`src/rtl/fgen_sequencer.sv`:
```
// Profile sequencer for the FunctionGenerator: steps a table of waveform entries and applies
// each one only at a waveform period boundary. Optional looping is enabled by SEQ_LOOP_EN.
module fgen_sequencer #(
    parameter int unsigned DEPTH    = 8,
    parameter int unsigned PERIOD_W = 8,
    parameter int unsigned DWELL_W  = 16,
    localparam int unsigned IDX_W   = $clog2(DEPTH)
) (
    input  logic                clk_50,
    input  logic                rst,
    input  logic                wr_en,
    input  logic [IDX_W-1:0]    wr_addr,
    input  logic [2:0]          wr_status,
    input  logic [1:0]          wr_amp,
    input  logic [PERIOD_W-1:0] wr_period,
    input  logic [DWELL_W-1:0]  wr_dwell,
    input  logic [IDX_W-1:0]    last_idx,
    input  logic                start,
    input  logic                stop,
    input  logic                wrap_pulse,
`ifdef SEQ_LOOP_EN
    input  logic                loop,
`endif
    output logic [2:0]          status,
    output logic [1:0]          ampSelect,
    output logic [PERIOD_W-1:0] setPeriod,
    output logic [IDX_W-1:0]    cur_idx,
    output logic                cfg_update,
    output logic                busy,
    output logic                done
);

    typedef enum logic [1:0] {StIdle, StArm, StRun, StDone} state_e;

    logic [2:0]          status_mem [DEPTH];
    logic [1:0]          amp_mem    [DEPTH];
    logic [PERIOD_W-1:0] period_mem [DEPTH];
    logic [DWELL_W-1:0]  dwell_mem  [DEPTH];

    state_e              state_q, state_d;
    logic [IDX_W-1:0]    last_q, last_d;
    logic [IDX_W-1:0]    cur_idx_q, cur_idx_d;
    logic [2:0]          status_q, status_d;
    logic [1:0]          amp_q, amp_d;
    logic [PERIOD_W-1:0] period_q, period_d;
    logic [DWELL_W-1:0]  dwell_q, dwell_d;
    logic                cfg_update_q, cfg_update_d;

    logic                ld_en;
    logic [IDX_W-1:0]    ld_idx;
    logic                tbl_open;

    assign tbl_open = (state_q == StIdle) || (state_q == StDone);

    // Table is deliberately not reset; it survives rst so a profile need not be reloaded.
    always_ff @(posedge clk_50) begin
        if (wr_en && tbl_open) begin
            status_mem[wr_addr] <= wr_status;
            amp_mem[wr_addr]    <= wr_amp;
            period_mem[wr_addr] <= wr_period;
            dwell_mem[wr_addr]  <= wr_dwell;
        end
    end

    always_comb begin
        state_d      = state_q;
        last_d       = last_q;
        cur_idx_d    = cur_idx_q;
        status_d     = status_q;
        amp_d        = amp_q;
        period_d     = period_q;
        dwell_d      = dwell_q;
        cfg_update_d = 1'b0;
        ld_en        = 1'b0;
        ld_idx       = '0;

        unique case (state_q)
            StIdle, StDone: begin
                if (start && stop) begin
                    state_d = StIdle;
                end else if (start) begin
                    state_d   = StArm;
                    last_d    = last_idx;
                    cur_idx_d = '0;
                end
            end
            StArm: begin
                if (stop) begin
                    state_d = StIdle;
                end else if (wrap_pulse) begin
                    state_d = StRun;
                    ld_en   = 1'b1;
                    ld_idx  = '0;
                end
            end
            StRun: begin
                if (stop) begin
                    state_d = StIdle;
                end else if (wrap_pulse) begin
                    if (dwell_q > DWELL_W'(1)) begin
                        dwell_d = dwell_q - 1'b1;
                    end else if (cur_idx_q != last_q) begin
                        ld_en  = 1'b1;
                        ld_idx = cur_idx_q + 1'b1;
                    end else begin
`ifdef SEQ_LOOP_EN
                        if (loop) begin
                            ld_en  = 1'b1;
                            ld_idx = '0;
                        end else begin
                            state_d = StDone;
                        end
`else
                        state_d = StDone;
`endif
                    end
                end
            end
            default: state_d = StIdle;
        endcase

        if (ld_en) begin
            cur_idx_d    = ld_idx;
            status_d     = status_mem[ld_idx];
            amp_d        = amp_mem[ld_idx];
            period_d     = period_mem[ld_idx];
            // A zero dwell still holds the entry for one full period.
            dwell_d      = (dwell_mem[ld_idx] == '0) ? DWELL_W'(1) : dwell_mem[ld_idx];
            cfg_update_d = 1'b1;
        end
    end

    always_ff @(posedge clk_50 or negedge rst) begin
        if (!rst) begin
            state_q      <= StIdle;
            last_q       <= '0;
            cur_idx_q    <= '0;
            status_q     <= 3'd1;
            amp_q        <= 2'd0;
            period_q     <= PERIOD_W'(25);
            dwell_q      <= '0;
            cfg_update_q <= 1'b0;
        end else begin
            state_q      <= state_d;
            last_q       <= last_d;
            cur_idx_q    <= cur_idx_d;
            status_q     <= status_d;
            amp_q        <= amp_d;
            period_q     <= period_d;
            dwell_q      <= dwell_d;
            cfg_update_q <= cfg_update_d;
        end
    end

    assign status     = status_q;
    assign ampSelect  = amp_q;
    assign setPeriod  = period_q;
    assign cur_idx    = cur_idx_q;
    assign cfg_update = cfg_update_q;
    assign busy       = (state_q == StArm) || (state_q == StRun);
    assign done       = (state_q == StDone);

endmodule

```
`config.mk`:
```
export PLATFORM = sky130hd
export DESIGN_NAME = fgen_sequencer
export DESIGN_NICKNAME = d
export VERILOG_FILES = /design/src/rtl/fgen_sequencer.sv
export SDC_FILE = /design/constraint.sdc
export NUM_CORES = 1
export LEC_CHECK = 0
export CAP_MARGIN = 10
export CORE_UTILIZATION = 53
export CTS_CLUSTER_DIAMETER = 60
export DETAILED_ROUTE_END_ITERATION = 10
export DONT_BUFFER_PORTS = 1
export PLACE_DENSITY = 0.68
export SYNTH_ARGS = -nofsm -noshare
export SYNTH_HDL_FRONTEND = slang
export SYNTH_SLANG_ARGS = --single-unit
```
`constraint.sdc`:
```
create_clock -name clk_50 -period 4.1 [get_ports clk_50]
set_input_delay 0.615 -clock clk_50 [delete_from_list [all_inputs] [get_ports clk_50]]
set_output_delay 0.615 -clock clk_50 [all_outputs]
set_load 0.1 [all_outputs]
```
After elaboration in Yosys (flattened, before gate mapping)
Memories as Yosys holds them, arrays and structs flattened. A register that Yosys moved wholly into a read port is not among the register bits.
Cells that the tools add are included.
Widths: inputs -> output; s select.
Storage, ports and cells
  flip-flop bits (word level): 25
  memory bits (writable): 232
  output and inout port bits: 19
  memories kept: 4
  word-level logic and storage cells: 77
Memory list
  dwell_mem: words 8, width 16, read ports 1, clocked after Yosys merged registers in 0, write ports 1, line 38  | logic [DWELL_W-1:0] dwell_mem [DEPTH];
  period_mem: words 8, width 8, read ports 1, clocked after Yosys merged registers in 1, write ports 1, line 37  | logic [PERIOD_W-1:0] period_mem [DEPTH];
  status_mem: words 8, width 3, read ports 1, clocked after Yosys merged registers in 1, write ports 1, line 35  | logic [2:0] status_mem [DEPTH];
  amp_mem: words 8, width 2, read ports 1, clocked after Yosys merged registers in 1, write ports 1, line 36  | logic [1:0] amp_mem [DEPTH];
Cells by class
  equal/unequal tests: 11
  multiplexer cells: 34
  bitwise operators: 1
  $lt $le $gt $ge: 1
  add/sub/neg operators: 2
  reductions and logical operators: 19
Operators by type and width (count)
  $mux 16: 6
  $mux 3: 9
  $gt 16x1->1 const B: 1
  $logic_not 16->1: 1
  $mux 2: 8
  $sub 16x1->16 const B: 1
  $ne 3x3->1 const B: 5
  $reduce_bool 2->1: 5
  $mux 1: 9
  $pmux 2 s3: 1
  $reduce_and 3->1: 2
  $reduce_and 5->1: 1
  $eq 2x2->1 const B: 2
  $reduce_and 4->1: 1
  $add 3x1->3 const B: 1
  $logic_not 1->1: 3
  $ne 3x3->1: 1
  $eq 2x1->1 const B: 1
  $logic_and 1x1->1: 2
  $logic_not 2->1: 1
  $logic_or 1x1->1: 2
  $ne 2x1->1 const B: 1
  $ne 2x2->1 const B: 1
  $pmux 1 s2: 1
  2 further kinds: 2

Depth between registers and ports, before layout
Gate-level depths: netlist (run 1).
An unclocked memory read counts as a cell.
  word-level depth: 10
  mapped depth: 11
  gate-level depth less buffers: 9

Least setup slack after synthesis (run 1)
Ideal clock, no wire load.
  kind: register to register
  start: register state_q[0]
  end: memory amp_mem[2][0] (enable)
  required time: 3.648 ns
  slack: 0.705 ns
  arrival time: 2.943 ns
  buffers on the path: 0
  cell stages (with the launch flop): 5
  clock period less this slack: 3.395 ns
  path through: dfrtp_1 -> inv_1 -> ha_1 -> nand2b_1 -> nor3_1
On the way
  longest elaborated chain between the ends: 5
Ends and longest elaborated chain
  start, declared: line 40  | state_e state_q, state_d;
  start signal, assigned: line 135  | state_q <= StIdle;
  start signal, assigned: line 144  | state_q <= state_d;
  $eq 2x2->1 or $logic_not 2->1 (tied branches): line 53  | assign tbl_open = (state_q == StIdle) || (state_q == StDone);
  $logic_or 1x1->1 (*): line 53
  $logic_and 1x1->1 (*): line 57  | if (wr_en && tbl_open) begin
  $mux 1 (*): line 57
  $mux 1 (implied by the code) (*): line 59  | amp_mem[wr_addr] <= wr_amp;
  end, declared: line 36
Mark *: on every way between the ends. The rest lies on a longest branch, timed or not.

Worst setup path after layout (run 1)
  start: register state_q[0]
  end: register status_q[1], in the netlist status[1] (read register of status_mem)
On the way
  longest elaborated chain between the ends: 2
Ends and longest elaborated chain
  $eq 2x2->1 or $eq 2x1->1 (tied branches): line 77  | unique case (state_q)
  $pmux 1 s2 or $mux 3 (tied branches)
  end, declared: line 43  | logic [2:0] status_q, status_d;
Parallel ways exist; a longest one is shown, timed or not.
A chain may end at the register's enable or synchronous reset.

==> impl_metrics.csv, run 1 <==
group,metric,value,unit
floorplanning,die_w,146,um
cts,clock-root-buffer,"clkbuf_16",
worst_setup_path,crit_slowest_cell,"nand4_4",
routing,drt_iter0_markers,565,
synth,synth_ff_type,"edfxtp_1",
cells_and_area,layout-drive-gt1-share,20.4,%
timing,min_period_over_period,75.0,%
cts,postCtsSetupRepairBufs,0,
outcome,status,"finished clean",
cells_and_area,final_nets,745,
synth,synth.distinct_cells,56,
placed_design,hpwl,13900,um
routing,vias,6112,
placed_design,place_ws,1.00,ns
floorplanning,start_util,54.2,%
cts,path_clk_slew,0.06,ns
timing,layout_setup_ws,1.03,ns
timing,finalSetupViolations,0,
placed_design,dp_cells,936,
power,power.internal,5.02,mW
synth,ys_top_cells_by_count,"edfxtp_1 (232), nand2_1 (51), nor2_1 (48)",
timing,rsz0062_at_grt,"no",
global_routing,grt_pass1_vias,6346,
routing,drt-met1-wl,10500,um
synth,synth_top_cell_by_area,"edfxtp_1",
power,power.density,579,mW/mm2
power,p_clk_share,34.3,%
power,p_seq_share,54.6,%
floorplanning,floorplan.die_area,0.0213,mm2
routing,wl_met2,11100,um
cells_and_area,finalNonFillerCells,990,
routing,drc,0,
synth,postSynthCellCount,674,
timing,max_slew_margin,24.4,%
power,p_switching,2.14,mW
cts,clk_latency,0.52,ns
power,combPwrFrac,11.1,%
worst_setup_path,path_cells,"inv_1 -> ha_1 -> and3b_1 -> nor4b_4 -> nand4_4 -> buf_4 -> mux4_2 -> nand3_1 -> nand3_1",
routing,vias_per_cell,6.17,
power,ir_drop,0.341,mV
worst_setup_path,path_max_fanout,17,
worst_setup_path,cpMostUsedCell,"nand3_1",
timing,hold_ws,0.184,ns
synth,syn_nets,721,
cts,clock_sinks,270,
run,max_cap_violations,0,
global_routing,grt_pass1_wl,37000,um
routing,wl_met3,1440,um
cts,numCtsBuffers,28,
synth,seq_area_frac_synth,72.0,%
worst_setup_path,slowest_delay,0.45,ns
synth,syn_area,0.0110,mm2
cts,htreeDepth,1,
synth,yosys_register_bits,270,
global_routing,gr-total-overflow,0,
timing,post-route-min-period,3.07,ns
cts,postCtsResizedCells,0,
placed_design,gp_congestion,0.941,
worst_setup_path,path_class,"reg -> reg",
timing,slew_viol_final,0,
worst_setup_path,cp-start-kind,"register",
floorplanning,io-pin-count,60,
synth,synth_edf_count,232,
synth,async_flop_share,14.1,%
worst_setup_path,end_kind,"register",
timing,fmax,0.325,GHz
synth,synth.most_common_cell,"edfxtp_1",
floorplanning,die_h,146,um
timing,finalHoldViolCount,0,
routing,drt_first_pass_iters,4,
routing,topRoutingLayerUsed,"met4",
routing,ant_nets,0,
synth,yosys_warnings,0,
global_routing,grt_max_degree,39,
placed_design,io_buffer_count,0,
timing,skew,0.00795,ns
routing,routedWlPerCell,23.8,um
synth,avgSynthCellArea,16.3,um2
cts,cts_tree,"built",
cells_and_area,area_delta_synth_final,12.5,%
cells_and_area,fillers,1503,
power,power_leakage,4.14,nW
cts,clock_path_buffers,3,
timing,tightest_slew,1.12,ns
hold_path,hold_class,"in -> reg",
cells_and_area,antenna_cells,0,
synth,yosys-top-cells-area,"edfxtp_1 (63%), mux4_2 (8.2%), dfrtp_1 (7.7%)",
floorplanning,coreArea,0.0203,mm2
floorplanning,rows,52,
synth,yosys.area.top_type_share,63.3,%
routing,wirelength,23600,um
timing,setup_tns,0,ns
power,swShare,29.9,%
worst_setup_path,arrival,3.48,ns
cells_and_area,finalCoreUtilization,61.0,%
global_routing,antenna_found_initial,0,
global_routing,grt_usage,22.9,%
worst_setup_path,required,4.50,ns
## final cells by class
cell class,count,area (um2),share of cell area [%]
clock buffer,45,816,6.59
clock inverter,7,90.1,0.728
inverter,10,37.5,0.303
multi-input combinational,362,2960,23.9
sequential,270,7920,64.0
tap,270,338,2.73
timing repair buffer,26,218,1.76
## power by group through the flow
| stage | Clock [mW] | Sequential [mW] | Combinational (mW) |
|---|---|---|---|
| floorplan | 0 | 3.91 | 0.608 |
| global placement | 0 | 3.94 | 0.743 |
| detailed placement | 0 | 3.96 | 0.769 |
| CTS | 2.50 | 3.91 | 0.789 |
| global route | 2.60 | 3.94 | 0.869 |
| finish | 2.46 | 3.91 | 0.793 |
## repair_timing
item,in CTS,in global routing
hold buffers,2,0
endpoints found under the hold margin,38,0
setup endpoints to repair,0,0
## registers in the layout, summed over array words and instances, names as in the netlist
register,flops
dwell_mem,128
ampSelect,2
setPeriod,8
cur_idx,3
cfg_update,1
last_q,3
state_q,2
amp_mem,16
dwell_q,16
status,3
status_mem,24
period_mem,64
## cells in the final DEF, fill, tap and decap left out, types with 9 or more instances in the layout
cell,n
a21oi_1,16
buf_4,24
clkbuf_1,13
clkbuf_16,29
dfrtp_1,33
edfxtp_1,232
inv_1,9
mux2_2,18
mux4_2,40
nand2_1,51
nand3_1,35
nor2_1,41
nor3_1,10
o21ai_0,32
o21ai_1,11
xor2_1,13
## final timing paths
check                                   from          endpoint  slack (ns)  depth (start not counted)
max in group asynchronous                rst         status[0]        3.25                          2
worst max-delay path              state_q[0]         status[1]        1.03                          9
min in group asynchronous                rst         status[1]        0.59                          2
worst min register to register     last_q[2]         last_q[2]        0.53                          1
worst min-delay path            wr_period[3]  period_mem[6][3]        0.18                          0
worst max register to register    state_q[0]         status[1]        1.03                          9
## through the flow
step	power, mW	cell area [um2]
2_1_floorplan	4.52	11000
5_1_grt	7.41	12400
4_1_cts	7.20	12400
6_report	7.16	12400
3_5_place_dp	4.73	11400
3_3_place_gp	4.69	11400
## cell families after synthesis
| family | Yosys count | synth area share, % |
|---|---|---|
| and+or+nand+nor | 170 | 7.50 |
| muxes | 63 | 10.5 |
| xor gates and xnor gates | 19 | 1.51 |
| adders and majority gates | 6 | 0.682 |
| buffers and inverters | 42 | 1.61 |
| AOI/OAI and AO/OA | 104 | 6.21 |
| DFF | 270 | 72.0 |
## critical path, delay by kind of cell (launching register included)
kind                       cells  cell delay, ns
DFF                            1            0.41
buffers and inverters          2            0.48
and+or+nand+nor                5            1.41
muxes                          1            0.42
adders and majority gates      1            0.23
## routing by layer
layer / global-route usage (%) / up-vias
met3: 4.09 / 41
met1: 33.4 / 3160
met4: 6.77 / 0
li1: - / 2693
met2: 35.8 / 218
met5: 0 / -
(Power assumes the default switching activity.)
==> run 2: changes to the inputs <==
==> constraint.sdc (replaced) <==
create_clock -name clk_50 -period 3.1 [get_ports clk_50]
set_input_delay 0.465 -clock clk_50 [delete_from_list [all_inputs] [get_ports clk_50]]
set_output_delay 0.465 -clock clk_50 [all_outputs]
set_load 0.1 [all_outputs]
==> run 2 against run 1 <==
Net effect: setup slack lost 0.92 ns; hold slack lost 0.16 ns; critical path depth shrank 2; sequential cell count is the same; highest routed layer unchanged.
==> impl_metrics.csv, run 2 (same netlist as run 1, synthesis figures left out) <==
group,metric,value,unit
cells_and_area,layout-drive-gt1-share,22.2,%
routing,drt_iter0_markers,476,
worst_setup_path,required,3.52,ns
global_routing,grt_pass1_wl,36400,um
hold_path,whs_path_depth,0,
timing,min_period_over_period,96.6,%
global_routing,grt_usage,22.5,%
timing,finalHoldViolCount,0,
routing,routedWlPerCell,23.6,um
worst_setup_path,r2r_start,"dwell_q[7]",
cells_and_area,area_delta_synth_final,13.8,%
routing,vias,6144,
run,max_cap_violations,0,
worst_setup_path,cp-start-kind,"register",
timing,slew_viol_final,0,
placed_design,dp_cells,945,
power,power,9.49,mW
floorplanning,rows,52,
hold_path,hold_class,"in -> reg",
power,power_leakage,4.21,nW
cts,htreeDepth,1,
worst_setup_path,path_class,"reg -> reg",
cts,path_clk_slew,0.06,ns
cts,numCtsBuffers,29,
timing,max_slew_margin,32.3,%
hold_path,min-delay-start,"wr_dwell[3]",
timing,skew,0.0117,ns
outcome,status,"finished clean",
worst_setup_path,path_max_fanout,9,
placed_design,place_area,0.0116,mm2
routing,vias_per_cell,6.14,
cts,clock-root-buffer,"clkbuf_16",
timing,finalSetupViolations,0,
cells_and_area,final_nets,755,
placed_design,io_buffer_count,0,
routing,ant_nets,0,
cells_and_area,top_regs,"dwell_mem x128, period_mem x64, status_mem x24",
cells_and_area,largest_reg_flops,128,
timing,tightest_slew,1.01,ns
cts,clock_sinks,270,
cells_and_area,antenna_cells,0,
cts,postCtsSetupRepairBufs,0,
floorplanning,coreArea,0.0203,mm2
floorplanning,floorplan.die_area,0.0213,mm2
floorplanning,die_w,146,um
cts,clk_latency,0.53,ns
power,power.density,758,mW/mm2
cells_and_area,final_common_cell,"edfxtp_1",
worst_setup_path,crit_start,"dwell_q[7]",
cells_and_area,regMostFlops,"dwell_mem",
global_routing,gr-total-overflow,0,
global_routing,antenna_found_initial,0,
worst_setup_path,rr_worst_depth,7,
cells_and_area,final_cell_mix,"edfxtp_1 (232), nand2_1 (51), nor2_1 (42)",
global_routing,grt_max_degree,39,
cts,cts_tree,"built",
global_routing,grt_pass1_vias,6388,
routing,drt_first_pass_iters,4,
timing,fmax,0.334,GHz
power,ir_drop,0.495,mV
worst_setup_path,arrival,3.42,ns
timing,rsz0062_at_grt,"no",
placed_design,gp_congestion,0.876,
cts,clock_path_buffers,3,
placed_design,hpwl,13800,um
worst_setup_path,end_kind,"register",
cells_and_area,stdcell_area,0.0125,mm2
floorplanning,die_h,146,um
routing,wirelength,23600,um
timing,setup_tns,0,ns
cells_and_area,finalNonFillerCells,1000,
cells_and_area,fillers,1465,
floorplanning,start_util,54.2,%
timing,post-route-min-period,2.99,ns
floorplanning,io-pin-count,60,
timing,hold_ws,0.0238,ns
routing,drc,0,
## run 2: through the flow
| step | setup slack, ns | util [%] |
|---|---|---|
| floorplan | 0.0330 | - |
| global placement | 0.200 | 57.0 |
| detailed placement | 0.0255 | 57.0 |
| CTS | 0.0760 | 61.6 |
| global route | 0.00114 | 61.7 |
| finish | 0.107 | 61.7 |
## run 2: layer usage
metal,vias to the layer above,share of wire [%],GRT usage [%]
met3,35,7.7,4.97
met2,240,47,36.1
li1,2724,-,-
met4,0,1.8,5.99
met1,3145,43,31.7
met5,-,0,0
## run 2: final cells by class
type | count | area, um2 | area share [%]
Multi-Input combinational cell | 362 | 2980 | 23.8
Sequential cell | 270 | 7930 | 63.3
Inverter | 10 | 37.5 | 0.300
Clock inverter | 13 | 105 | 0.839
Clock buffer | 40 | 787 | 6.29
Tap cell | 270 | 338 | 2.70
Timing Repair Buffer | 35 | 348 | 2.78
## run 2: power breakdown
part | switching, mW | total [mW] | internal [mW]
registers | 0.836 | 5.17 | 4.33
clock network | 1.36 | 3.22 | 1.86
logic | 0.707 | 1.10 | 0.395
## run 2: what timing repair did
item                       4_1_cts  5_1_grt
setup endpoints to repair        1        1
resized for setup                1        2
hold buffers                     2        0
hold endpoints to repair        38        0
## run 2: path summary, 6_finish.rpt
check                                   to  slack (ns)
max in group asynchronous     setPeriod[0]        2.36
setup / recovery                dwell_q[0]        0.11
min in group asynchronous     ampSelect[1]        0.48
setup reg to reg                dwell_q[0]        0.11
hold / removal             dwell_mem[7][3]        0.02
hold reg to reg                  last_q[1]        0.54
## run 2: worst max-delay path, stage by stage (launching register included)
cell and delay [ns]:
dfrtp_1 0.40, or4_4 0.62, or4_4 0.62, nor3_2 0.35, nand2_1 0.11, a21oi_1 0.29, nand3_1 0.16, o41ai_2 0.34
